**src/rtl/mantissa_mult_arbiter_if.sv**
```systemverilog
// Requester/response bundle for the shared mantissa multiplier arbiter.
// master = requester side, slave = arbiter side.
interface mantissa_mult_arbiter_if #(
  parameter int N_REQ = 4,
  parameter int MW    = 24,
  parameter int IDW   = $clog2(N_REQ)
);
  logic [N_REQ-1:0]    req_valid;
  logic [N_REQ*MW-1:0] req_a;
  logic [N_REQ*MW-1:0] req_b;
  logic [N_REQ-1:0]    req_ready;
  logic                drain;
  logic                rsp_valid;
  logic [IDW-1:0]      rsp_id;
  logic [2*MW-1:0]     rsp_p;
  logic                idle;

  modport master (
    output req_valid,
    output req_a,
    output req_b,
    output drain,
    input  req_ready,
    input  rsp_valid,
    input  rsp_id,
    input  rsp_p,
    input  idle
  );

  modport slave (
    input  req_valid,
    input  req_a,
    input  req_b,
    input  drain,
    output req_ready,
    output rsp_valid,
    output rsp_id,
    output rsp_p,
    output idle
  );
endinterface

```
**src/rtl/mantissa_mult_arbiter.sv**
```systemverilog
// Round-robin sharing of one pipelined mantissa multiplier,
// tagging each product with its requester ID.
module mantissa_mult_arbiter #(
  parameter int N_REQ = 4,
  parameter int MW    = 24,
  parameter int LAT   = 3,
  parameter int IDW   = $clog2(N_REQ)
) (
  input  logic                   clk,
  input  logic                   rst_n,
  mantissa_mult_arbiter_if.slave bus,
  output logic [MW-1:0]          mul_a,
  output logic [MW-1:0]          mul_b,
  input  logic [2*MW-1:0]        mul_p
);
  localparam int CW = $clog2(LAT + 2);

  logic [IDW-1:0]  rr_q, rr_d;
  logic [IDW-1:0]  idx;
  logic [IDW-1:0]  win_id;
  logic            win_vld;
  logic            hs;
  logic [LAT-1:0]  tv_q;
  logic [IDW-1:0]  tid_q [LAT];
  logic            rv_q;
  logic [IDW-1:0]  rid_q;
  logic [2*MW-1:0] rp_q;
  logic [CW-1:0]   cnt_q, cnt_d;

  // First valid requester after the last winner
  always_comb begin
    win_vld = 1'b0;
    win_id  = '0;
    idx     = '0;
    for (int k = 1; k <= N_REQ; k++) begin
      idx = IDW'((int'(rr_q) + k) % N_REQ);
      if (!win_vld && bus.req_valid[idx]) begin
        win_vld = 1'b1;
        win_id  = idx;
      end
    end
  end

  assign hs = win_vld & ~bus.drain & rst_n;

  always_comb begin
    bus.req_ready = '0;
    if (hs) bus.req_ready[win_id] = 1'b1;
  end

  assign mul_a = hs ? bus.req_a[int'(win_id)*MW +: MW] : '0;
  assign mul_b = hs ? bus.req_b[int'(win_id)*MW +: MW] : '0;
  assign rr_d  = hs ? win_id : rr_q;

  always_comb begin
    cnt_d = cnt_q;
    case ({hs, rv_q})
      2'b10:   cnt_d = cnt_q + CW'(1);
      2'b01:   cnt_d = cnt_q - CW'(1);
      default: cnt_d = cnt_q;
    endcase
  end

  always_ff @(posedge clk or negedge rst_n) begin
    if (!rst_n) begin
      rr_q  <= IDW'(N_REQ - 1);
      tv_q  <= '0;
      for (int i = 0; i < LAT; i++)
        tid_q[i] <= '0;
      rv_q  <= 1'b0;
      rid_q <= '0;
      rp_q  <= '0;
      cnt_q <= '0;
    end else begin
      rr_q     <= rr_d;
      tv_q[0]  <= hs;
      tid_q[0] <= win_id;
      for (int i = 1; i < LAT; i++) begin
        tv_q[i]  <= tv_q[i-1];
        tid_q[i] <= tid_q[i-1];
      end
      rv_q  <= tv_q[LAT-1];
      rid_q <= tid_q[LAT-1];
      if (tv_q[LAT-1]) rp_q <= mul_p;
      cnt_q <= cnt_d;
    end
  end

  assign bus.rsp_valid = rv_q;
  assign bus.rsp_id    = rid_q;
  assign bus.rsp_p     = rp_q;
  assign bus.idle      = (cnt_q == '0) & ~|tv_q;

  cnt_bound: assert property (
    @(posedge clk) disable iff (!rst_n) cnt_q <= CW'(LAT + 1)
  );
endmodule
```
**src/flat_wrapper.sv**
```systemverilog
// flat-port wrapper written by rule: the top's interface ports become plain ports
module mantissa_mult_arbiter_flat 
#(
  parameter int N_REQ = 4,
  parameter int MW    = 24,
  parameter int LAT   = 3,
  parameter int IDW   = $clog2(N_REQ)
)
  (clk, rst_n, mul_a, mul_b, mul_p, bus_req_valid, bus_req_a, bus_req_b, bus_drain, bus_req_ready, bus_rsp_valid, bus_rsp_id, bus_rsp_p, bus_idle);
  mantissa_mult_arbiter_if #(.N_REQ(N_REQ), .MW(MW), .IDW(IDW)) bus_i ();
  input  logic clk;
  input  logic rst_n;
  output logic [MW-1:0] mul_a;
  output logic [MW-1:0] mul_b;
  input  logic [2*MW-1:0] mul_p;
  input wire logic [$bits(bus_i.req_valid)-1:0] bus_req_valid;
  input wire logic [$bits(bus_i.req_a)-1:0] bus_req_a;
  input wire logic [$bits(bus_i.req_b)-1:0] bus_req_b;
  input wire logic [$bits(bus_i.drain)-1:0] bus_drain;
  output wire logic [$bits(bus_i.req_ready)-1:0] bus_req_ready;
  output wire logic [$bits(bus_i.rsp_valid)-1:0] bus_rsp_valid;
  output wire logic [$bits(bus_i.rsp_id)-1:0] bus_rsp_id;
  output wire logic [$bits(bus_i.rsp_p)-1:0] bus_rsp_p;
  output wire logic [$bits(bus_i.idle)-1:0] bus_idle;
  assign bus_i.req_valid = bus_req_valid;
  assign bus_i.req_a = bus_req_a;
  assign bus_i.req_b = bus_req_b;
  assign bus_i.drain = bus_drain;
  assign bus_req_ready = bus_i.req_ready;
  assign bus_rsp_valid = bus_i.rsp_valid;
  assign bus_rsp_id = bus_i.rsp_id;
  assign bus_rsp_p = bus_i.rsp_p;
  assign bus_idle = bus_i.idle;
  mantissa_mult_arbiter #(.N_REQ(N_REQ), .MW(MW), .LAT(LAT), .IDW(IDW)) u_core (.clk(clk), .rst_n(rst_n), .bus(bus_i), .mul_a(mul_a), .mul_b(mul_b), .mul_p(mul_p));
endmodule
```
**config.mk**
```make
export PLATFORM = sky130hd
export DESIGN_NAME = mantissa_mult_arbiter_flat
export DESIGN_NICKNAME = d
export VERILOG_FILES = /design/src/rtl/mantissa_mult_arbiter_if.sv /design/src/rtl/mantissa_mult_arbiter.sv /design/src/flat_wrapper.sv
export SDC_FILE = /design/constraint.sdc
export NUM_CORES = 1
export LEC_CHECK = 0
export CAP_MARGIN = 5
export CORE_AREA = 2 2 135 137
export DETAILED_ROUTE_END_ITERATION = 12
export DIE_AREA = 0 0 137 139
export PLACE_DENSITY = 0.69
export SLEW_MARGIN = 10
export SYNTH_ARGS = -nofsm -noshare
export SYNTH_HDL_FRONTEND = slang
export SYNTH_SLANG_ARGS = --single-unit
```
**constraint.sdc**
```tcl
create_clock -name clk -period 2.9 [get_ports clk]
set_clock_uncertainty 0.2 [all_clocks]
set_input_delay 0.725 -clock clk [delete_from_list [all_inputs] [get_ports clk]]
set_output_delay 0.725 -clock clk [all_outputs]
set_load 0.02 [all_outputs]
```
==> results.md, run 1 <==
Run status:
- The flow ran to the end, but the final reports show violations.
- The checks that failed: setup timing.

Pwr:
- For this design the ratio of total power to cell area is 534 mW/mm^2.
- The worst supply voltage drop on vdd is 0.000393 V.
- The static power due to leakage is around 3.7 nW.

CTS:
- Clock-pin slew was measured on the worst setup and hold paths at ~0.06 ns.
- The clock latency reported for the late side of the worst-skew pair is roughly 0.32 ns.
- The tree built by TritonCTS fans out to 65 sinks.
- For this design, the CTS-stage hold fixing added 0 buffers.
- The TritonCTS buffer count is 9.
- The CTS H-tree depth is 3.
- The clock passes through at most 2 buffers.
- TritonCTS built the clock tree.
- The root buffer cell chosen for the clock tree is sky130_fd_sc_hd__clkbuf_16.

Cells and area:
- The final non-filler cell total is between 900 and 1,000.
- Leaving out fill and tap cells, the most frequent cells in the layout are sky130_fd_sc_hd__clkdlybuf4s50_1 (291), sky130_fd_sc_hd__dfrtp_1 (62), sky130_fd_sc_hd__mux2i_1 (59).
- Relative to the synthesized area, the layout overhead comes to 128%.
- The area taken by flip-flops and latches is 0.00163 sq mm.
- The total number of nets in the final design is around 950.
- Leaving out fill and tap cells, the most frequent cell in the layout is sky130_fd_sc_hd__clkdlybuf4s50_1.
- Summing all multi-input logic gate instances after layout gives ~0.0025 sq mm.
- The filler cell count is around 1,600.
- The post-route netlist has between 30% and 40% of its cells at a drive strength greater than 1.

Yosys:
- In this run, synthesis produced a sequential element count of 65.
- The summed instance area of the synthesized netlist is 0.00387 sq mm.
- The number of library cell types mapped by synthesis is 27.
- The share of the Yosys chip area taken by registers is 42.1%.
- The average cell area after synthesis is about 12 sq um.
- For this run, the number of Yosys warnings is 0.
- Counting every instance in the synthesized netlist gives between 300 and 400.
- The number of nets handed over by synthesis was approximately 570.

Floorplanning:
- The die outline area is around 0.019 sq mm.
- The region available for standard cell placement spans ~0.018 sq mm.
- The die is between 100 and 150 um wide.
- The vertical die dimension is roughly 140 um.
- The initial utilization of the core area, before any placement, comes to between 20% and 30%.
- The count of boundary I/O pins is around 350.
- The floorplan has 49 rows.

Global route:
- The total routing usage reported by global routing is between 10% and 20%.
- After global routing the overflow that remains totals 0.
- Entering global routing, the biggest net connects between 60 and 70 pins.
- The first global-routing pass estimated about 25,000 um of wire.
- The number of antenna violations at the first check in global routing came to 2.
- The via count of the first global-routing pass is between 4,000 and 5,000.

Detailed routing:
- The pre-antenna-repair detailed-routing pass consisted of 4 iterations.
- Across all layers, the routed design uses approximately 4,200 vias.
- Using the TritonRoute via totals, the vias-per-cell ratio works out to ~4.5.
- The first routing iteration left 100 violations.
- In the final routed layout, each cell accounts on average for between 15 and 20 um.
- The count of nets left with antenna violations once routing finished came out at 0.
- For this run, design rule violations remaining after detail routing come to 0.
- After detailed routing, the total wire length is about 17,000 um.

Timing:
- After routing, the total negative slack on setup checks comes to -19.17 ns.
- The final max-slew violation count was 0.
- Timing would allow up to about 300 MHz.
- The final period demand of the worst path is around 3.3 ns.
- The headroom to the max-slew limit is a little under half.
- Setup violations remaining at the end of the flow were counted as 50.
- The final-report hold violation count was 0.
- Setup slack on the critical path of the routed design comes to -0.447 ns.
- Setup repair after global routing could not meet its margin everywhere.
- The final cycle utilization of the critical path is 115%.
- The slew at the pin closest to its max-slew limit is roughly 0.8 ns.

Critical path:
- In this run the worst path has a maximum fanout of 8.
- The endpoint class of the critical path is an output port.
- The path type of the worst setup path is register to output port.
- For the worst setup path, the data arrival time is between 2 and 2.5 ns.
- The critical path launch point type is a register.
- Data on the critical path is required at its endpoint by 1.98 ns.

Placement:
- The final RePlAce weighted congestion is ~0.94.
- The cell count after placement is just over 900.
- The count of input and output buffers is 350.
- Detailed placement finished with a half-perimeter wire length of about 13,000 um.

Hold path:
- The type of the tightest min-delay check is register to register.

Flow run:
- The tool flagged a number of max-cap violations equal to 0.
-- where the power goes --
part	leakage, nW	internal [mW]	switching, mW
logic	2.76	1.37	1.01
clock network	0.169	0.821	0.360
registers	0.766	1.08	0.0864
-- Yosys cell counts --
cell | n | area (sq um)
sky130_fd_sc_hd__a21bo_1 | 1 | 10.0
sky130_fd_sc_hd__a21oi_1 | 4 | 20.0
sky130_fd_sc_hd__buf_1 | 3 | 11.3
sky130_fd_sc_hd__buf_2 | 7 | 35.0
sky130_fd_sc_hd__buf_4 | 1 | 7.51
sky130_fd_sc_hd__buf_6 | 10 | 113
sky130_fd_sc_hd__clkbuf_1 | 6 | 22.5
sky130_fd_sc_hd__dfrtp_1 | 63 | 1580
sky130_fd_sc_hd__dfstp_2 | 2 | 52.6
sky130_fd_sc_hd__fa_1 | 1 | 20.0
sky130_fd_sc_hd__ha_1 | 1 | 12.5
sky130_fd_sc_hd__inv_1 | 6 | 22.5
sky130_fd_sc_hd__mux2_2 | 48 | 541
sky130_fd_sc_hd__mux2i_1 | 98 | 981
sky130_fd_sc_hd__nand2_1 | 2 | 7.51
sky130_fd_sc_hd__nand2b_1 | 4 | 25.0
sky130_fd_sc_hd__nand3_1 | 1 | 5.00
sky130_fd_sc_hd__nor2_1 | 8 | 30.0
sky130_fd_sc_hd__nor3_1 | 1 | 5.00
sky130_fd_sc_hd__nor3_2 | 1 | 10.0
sky130_fd_sc_hd__nor3b_2 | 1 | 12.5
sky130_fd_sc_hd__nor4_1 | 1 | 6.26
sky130_fd_sc_hd__o21ai_0 | 2 | 10.0
sky130_fd_sc_hd__o22ai_1 | 48 | 300
sky130_fd_sc_hd__or4_1 | 1 | 7.51
sky130_fd_sc_hd__xnor2_1 | 1 | 8.76
sky130_fd_sc_hd__xor2_1 | 2 | 17.5
-- sequential cells by signal, indices dropped and copies added (netlist names) --
signal,cells
u_core.tv_q,3
u_core.tid_q,6
u_core.bus.rsp_id,2
u_core.bus.rsp_p,48
u_core.bus.rsp_valid,1
u_core.rr_q,2
u_core.cnt_q,3
-- final timing paths --
check,start,end,slack (ns),cells after the start
max,u_core.rr_q[1],mul_a[7],-0.45,9
min,u_core.tid_q[5],u_core.tid_q[3],0.15,0
max reg2reg,u_core.rr_q[1],u_core.tid_q[4],1.11,6
min reg2reg,u_core.tid_q[5],u_core.tid_q[3],0.15,0
max in group asynchronous,rst_n,u_core.tv_q[2],1.57,2
min in group asynchronous,rst_n,u_core.bus.rsp_p[44],0.38,2
-- layer usage --
metal	vias to the layer above	wire length, um	GRT usage [%]
met2	207	9520	32.8
met5	-	8	0
met1	1998	5960	16.8
met4	2	242	5.26
met3	20	1240	4.50
li1	1978	-	-
-- cell type report --
type	instances	area share, %
multi-input cells	226	28.0
clock buffers	12	3.01
inverters	6	0.283
well taps	229	3.24
clock inverters	4	0.835
diodes	1	0.0283
repair buffers	397	46.2
flip-flops and latches	65	18.4
-- metrics by stage --
stage / setup WS (ns) / power (mW) / hold slack, ns / utilization, % / cell area (sq um)
final: -0.447 / 4.72 / 0.145 / 50.1 / 8840
after global routing: -0.561 / 4.95 / 0.154 / 50.1 / 8840
after CTS: -0.406 / 4.67 / 0.148 / 48.9 / 8630
after detailed placement: -1.24 / 3.13 / 0.136 / 43.9 / 7750
after global placement: -1.14 / 3.09 / 0.132 / 43.9 / 7750
after floorplan: 0.0455 / 2.16 / 0.131 / - / 3870
-- critical path, cell delays in order, from the launching register on --
cell and delay (ns):
sky130_fd_sc_hd__dfstp_2 0.57, sky130_fd_sc_hd__mux2i_2 0.25, sky130_fd_sc_hd__nor2_2 0.08, sky130_fd_sc_hd__nor3_4 0.25, sky130_fd_sc_hd__buf_6 0.15, sky130_fd_sc_hd__buf_12 0.14
sky130_fd_sc_hd__buf_12 0.14, sky130_fd_sc_hd__mux2i_4 0.24, sky130_fd_sc_hd__o22ai_2 0.12, sky130_fd_sc_hd__buf_6 0.15
-- logic make-up after synthesis --
kind of cell | after synthesis | share of synthesized area (%)
buffers and inverters | 33 | 5.46
AO/OA/AOI/OAI | 55 | 8.79
AND/OR/NAND/NOR | 20 | 2.81
adder cells (fa/ha/maj) | 2 | 0.841
flip-flops | 65 | 42.1
XOR/XNOR | 3 | 0.679
multiplexers | 146 | 39.3
-- repair_timing --
action | in CTS | in global routing
pin swaps | 25 | 12
cloned | 4 | 2
endpoints found under the setup margin | 54 | 52
resized for setup | 353 | 42
setup buffers | 11 | 3
Power figures use the tool's default switching activity.
==> run 2, diff against run 1 <==
--- a/config.mk
+++ b/config.mk
@@ -10,6 +10,7 @@
 export DETAILED_ROUTE_END_ITERATION = 12
 export DIE_AREA = 0 0 137 139
 export PLACE_DENSITY = 0.69
+export REMOVE_ABC_BUFFERS = 1
 export SLEW_MARGIN = 10
 export SYNTH_ARGS = -nofsm -noshare
 export SYNTH_HDL_FRONTEND = slang
==> run 2 against run 1 <==
Effect of this change: die area did not move; sequential power about the same; via count decreased by 1.4%; critical path depth rose by 3; first-iteration DRC count shrank 18%; design area decreased by 4.5%; wire length fell by 5.6%; global-route usage shrank 0.59 points; register-to-register slack worse by 0.41 ns; critical endpoint is now mul_a[9]; the run still ends with setup timing left; clock power shrank 17%; critical path type is now input port to output port; core utilization shrank 2.3 points.
==> results.md, run 2 (synthesis gave the netlist of run 1 again) <==
Global route:
- The first-pass GRT wire length is 23,900 um (-2.6%).
- The via count of the first global-routing pass is 4,506 (-0.42%).
- The largest net degree at the start of global routing came to 66 (unchanged).
- The number of antenna violations at the first check in global routing is 0 (-2).
- The total routing usage reported by global routing is 16.2% (-0.59 points).
- The overall overflow remaining after global route is 0 (unchanged).

Detailed routing:
- The detailed-route wire length is 16,000 um (-5.6%).
- The via count is 4,146 (-1.4%).
- The per-cell routed wire length is 17.1 um (-5.5%).
- The initial DRC count is 82 (-18%).
- The number of DRC violations after detailed routing is 0 (unchanged).
- The number of detailed-routing iterations run before antenna repair was 5 (+1).
- The number of vias per cell is 4.42 (-1.3%).
- The count of nets left with antenna violations after detail routing came to 0 (unchanged).

CTS:
- The clock transition at the registers of the reported paths is 0.05 ns (about the same).
- The clock net sink count is 65 (unchanged).
- The clock latency reported for the late side of the worst-skew pair is 0.32 ns (about the same).
- The TritonCTS buffer count is 9 (unchanged).
- The root buffer cell is sky130_fd_sc_hd__clkbuf_16.
- The clock tree from TritonCTS is yes.
- The CTS H-tree depth came to 3 (unchanged).
- The buffer depth of the longest clock path is 2 (unchanged).

Placement:
- The final RePlAce weighted congestion is 0.858 (-8.5%).
- The count of input and output buffers is 350 (unchanged).
- The post-placement setup slack is -1.15 ns (+0.0892 ns).
- The cell count after placement is 905 (unchanged).
- The total half-perimeter wirelength after legalization and detailed placement came to 12,700 um (-2.3%).
- The area after detailed placement is 0.00775 sq mm (about the same).

Cells and area:
- The number of diodes added for antenna fixing is 0 (-1).
- The total number of nets in the final design came to 954 (unchanged).
- The library cell used most frequently in the layout, excluding fill and tap cells, is sky130_fd_sc_hd__clkdlybuf4s50_1.
- The filler cell count is 1,560 (+0.45%).
- The number of flip-flops in the largest register is 48 (unchanged).
- In the layout the commonest cells are sky130_fd_sc_hd__clkdlybuf4s50_1 (292), sky130_fd_sc_hd__mux2i_1 (86), sky130_fd_sc_hd__dfrtp_1 (62).
- The final non-filler cell total was 939 (-0.11%).
- The core utilization of the finished layout came to 47.8% (-2.3 points).
- The fraction of layout cells with a size suffix above 1 is 27.7% (-5.6 points).
- The area overhead of the layout relative to synthesis is 118%.
- The final non-filler cell area came to 0.00844 sq mm (-4.5%).

Critical path:
- On the critical path, the stage with the largest delay is an instance of sky130_fd_sc_hd__nor3_4.
- The kind of cell with the highest combined delay on the critical path is buffers and inverters.
- The cell count of the worst reg-to-reg path was 10 (+4).
- The number of gates on the worst path with buffers counted was 12 (+3).
- The path type of the worst setup path is input port to output port.
- Among the stages of the critical path, the cell type that occurs most often is sky130_fd_sc_hd__buf_6.
- The largest fanout on the critical path was 6 (-2).
- The signal arrival time at the worst endpoint is 2.38 ns (-0.04 ns).
- Traced cell by cell, the critical path runs through buf_6, buf_6, mux2i_1, nor2_1, nor3_4, buf_6, buf_12, buf_12, buf_16, mux2i_1, o22ai_1, buf_4.
- The biggest cell delay along the critical path came to 0.26 ns (-0.31 ns).
- The endpoint class of the critical path is an output port.
- The critical path launch point type is an input port.
- The endpoint required time on the critical path is 1.98 ns (about the same).
- The sum of buffers and inverters on the critical path is 7 (+3).

Floorplanning:
- The count of boundary I/O pins is 351 (unchanged).
- The core footprint is 0.0177 sq mm (unchanged).
- The horizontal die dimension is 137 um (unchanged).
- The die outline area is 0.0190 sq mm (unchanged).
- The initial core utilization is 21.9% (unchanged).
- The vertical die dimension is 139 um (unchanged).
- The number of core rows is 49 (unchanged).

Timing:
- The final-report setup violation count is 52 (+4.0%).
- The final max-slew violation count is 0 (unchanged).
- The final period demand of the worst path was 3.31 ns (-0.0373 ns).
- The final-report hold violation count was 0 (unchanged).
- The worst setup margin came to -0.409 ns (+0.0373 ns).
- The setup total negative slack is -16.94 ns (+2.24 ns).
- The final cycle utilization of the critical path came to 114% (-1.3 points).
- The maximum frequency from static timing analysis is 302 MHz (+1.1%).
- The headroom to the max-slew limit was 47.0% (-0.15 points).
- The slew at the pin closest to its max-slew limit came to 0.795 ns (+0.00226 ns).
- Setup repair after global routing could not meet its margin everywhere.
- The minimum hold slack is 0.146 ns (+0.000768 ns).

Hold path:
- The instance count along the most critical hold path is 0 (unchanged).
- The worst hold path belongs to the class register to register.

Run status:
- The run finished, with violations left.
- The final reports fail on setup timing.

Pwr:
- The total power draw came to 4.42 mW (-6.5%).
- The power per unit of standard cell area came to 523 mW/mm^2 (-2.0%).
- The worst supply voltage drop on vdd is 0.000313 V (-20%).
- The static power due to leakage is 3.67 nW (-0.61%).

Flow run:
- The total of max-cap violations is 0 (unchanged).
-- run 2: worst reg2reg max path: cells and delay by family (launching register included) --
family / cells / cell delay [ns]
flip-flops: 1 / 0.56
AND/OR/NAND/NOR: 2 / 0.34
buffers and inverters: 7 / 0.83
multiplexers: 1 / 0.18
-- run 2: worst paths after layout --
check                            startpoint              endpoint  slack, ns
setup / recovery           bus_req_valid[3]              mul_a[9]      -0.41
hold / removal              u_core.tid_q[4]       u_core.tid_q[2]       0.15
setup reg to reg             u_core.rr_q[1]       u_core.tid_q[4]       0.70
hold reg to reg             u_core.tid_q[4]       u_core.tid_q[2]       0.15
max in group asynchronous             rst_n        u_core.tv_q[2]       1.56
min in group asynchronous             rst_n  u_core.bus.rsp_valid       0.39
-- run 2: power by group --
part	switching (mW)	total (mW)	internal (mW)	leakage, nW
Sequential	0.0845	1.17	1.08	0.766
Combinational	0.943	2.27	1.32	2.77
Clock	0.364	0.982	0.619	0.137
-- run 2: layer usage --
layer	part of all wire, %	up-vias	global-route usage [%]
li1	-	1982	-
met1	35	1923	16.9
met2	54	214	30.8
met3	8.6	27	4.61
met4	1.9	0	4.72
met5	0	-	0
-- run 2: layout make-up --
type | count | area, sq um | area share, %
Timing Repair Buffer | 397 | 4040 | 47.9
Clock buffer | 11 | 253 | 2.99
Inverter | 6 | 27.5 | 0.326
Multi-Input combinational cell | 226 | 2170 | 25.7
Clock inverter | 5 | 30.0 | 0.356
Tap cell | 229 | 287 | 3.39
Sequential cell | 65 | 1630 | 19.3
-- run 2: what timing repair did --
item                                    4_1_cts  5_1_grt
endpoints found under the setup margin       54       52
buffers inserted                              9        5
resized for setup                           294       26
cloned                                        8        0
hold buffers                                  0        0
pin swaps                                    25       16
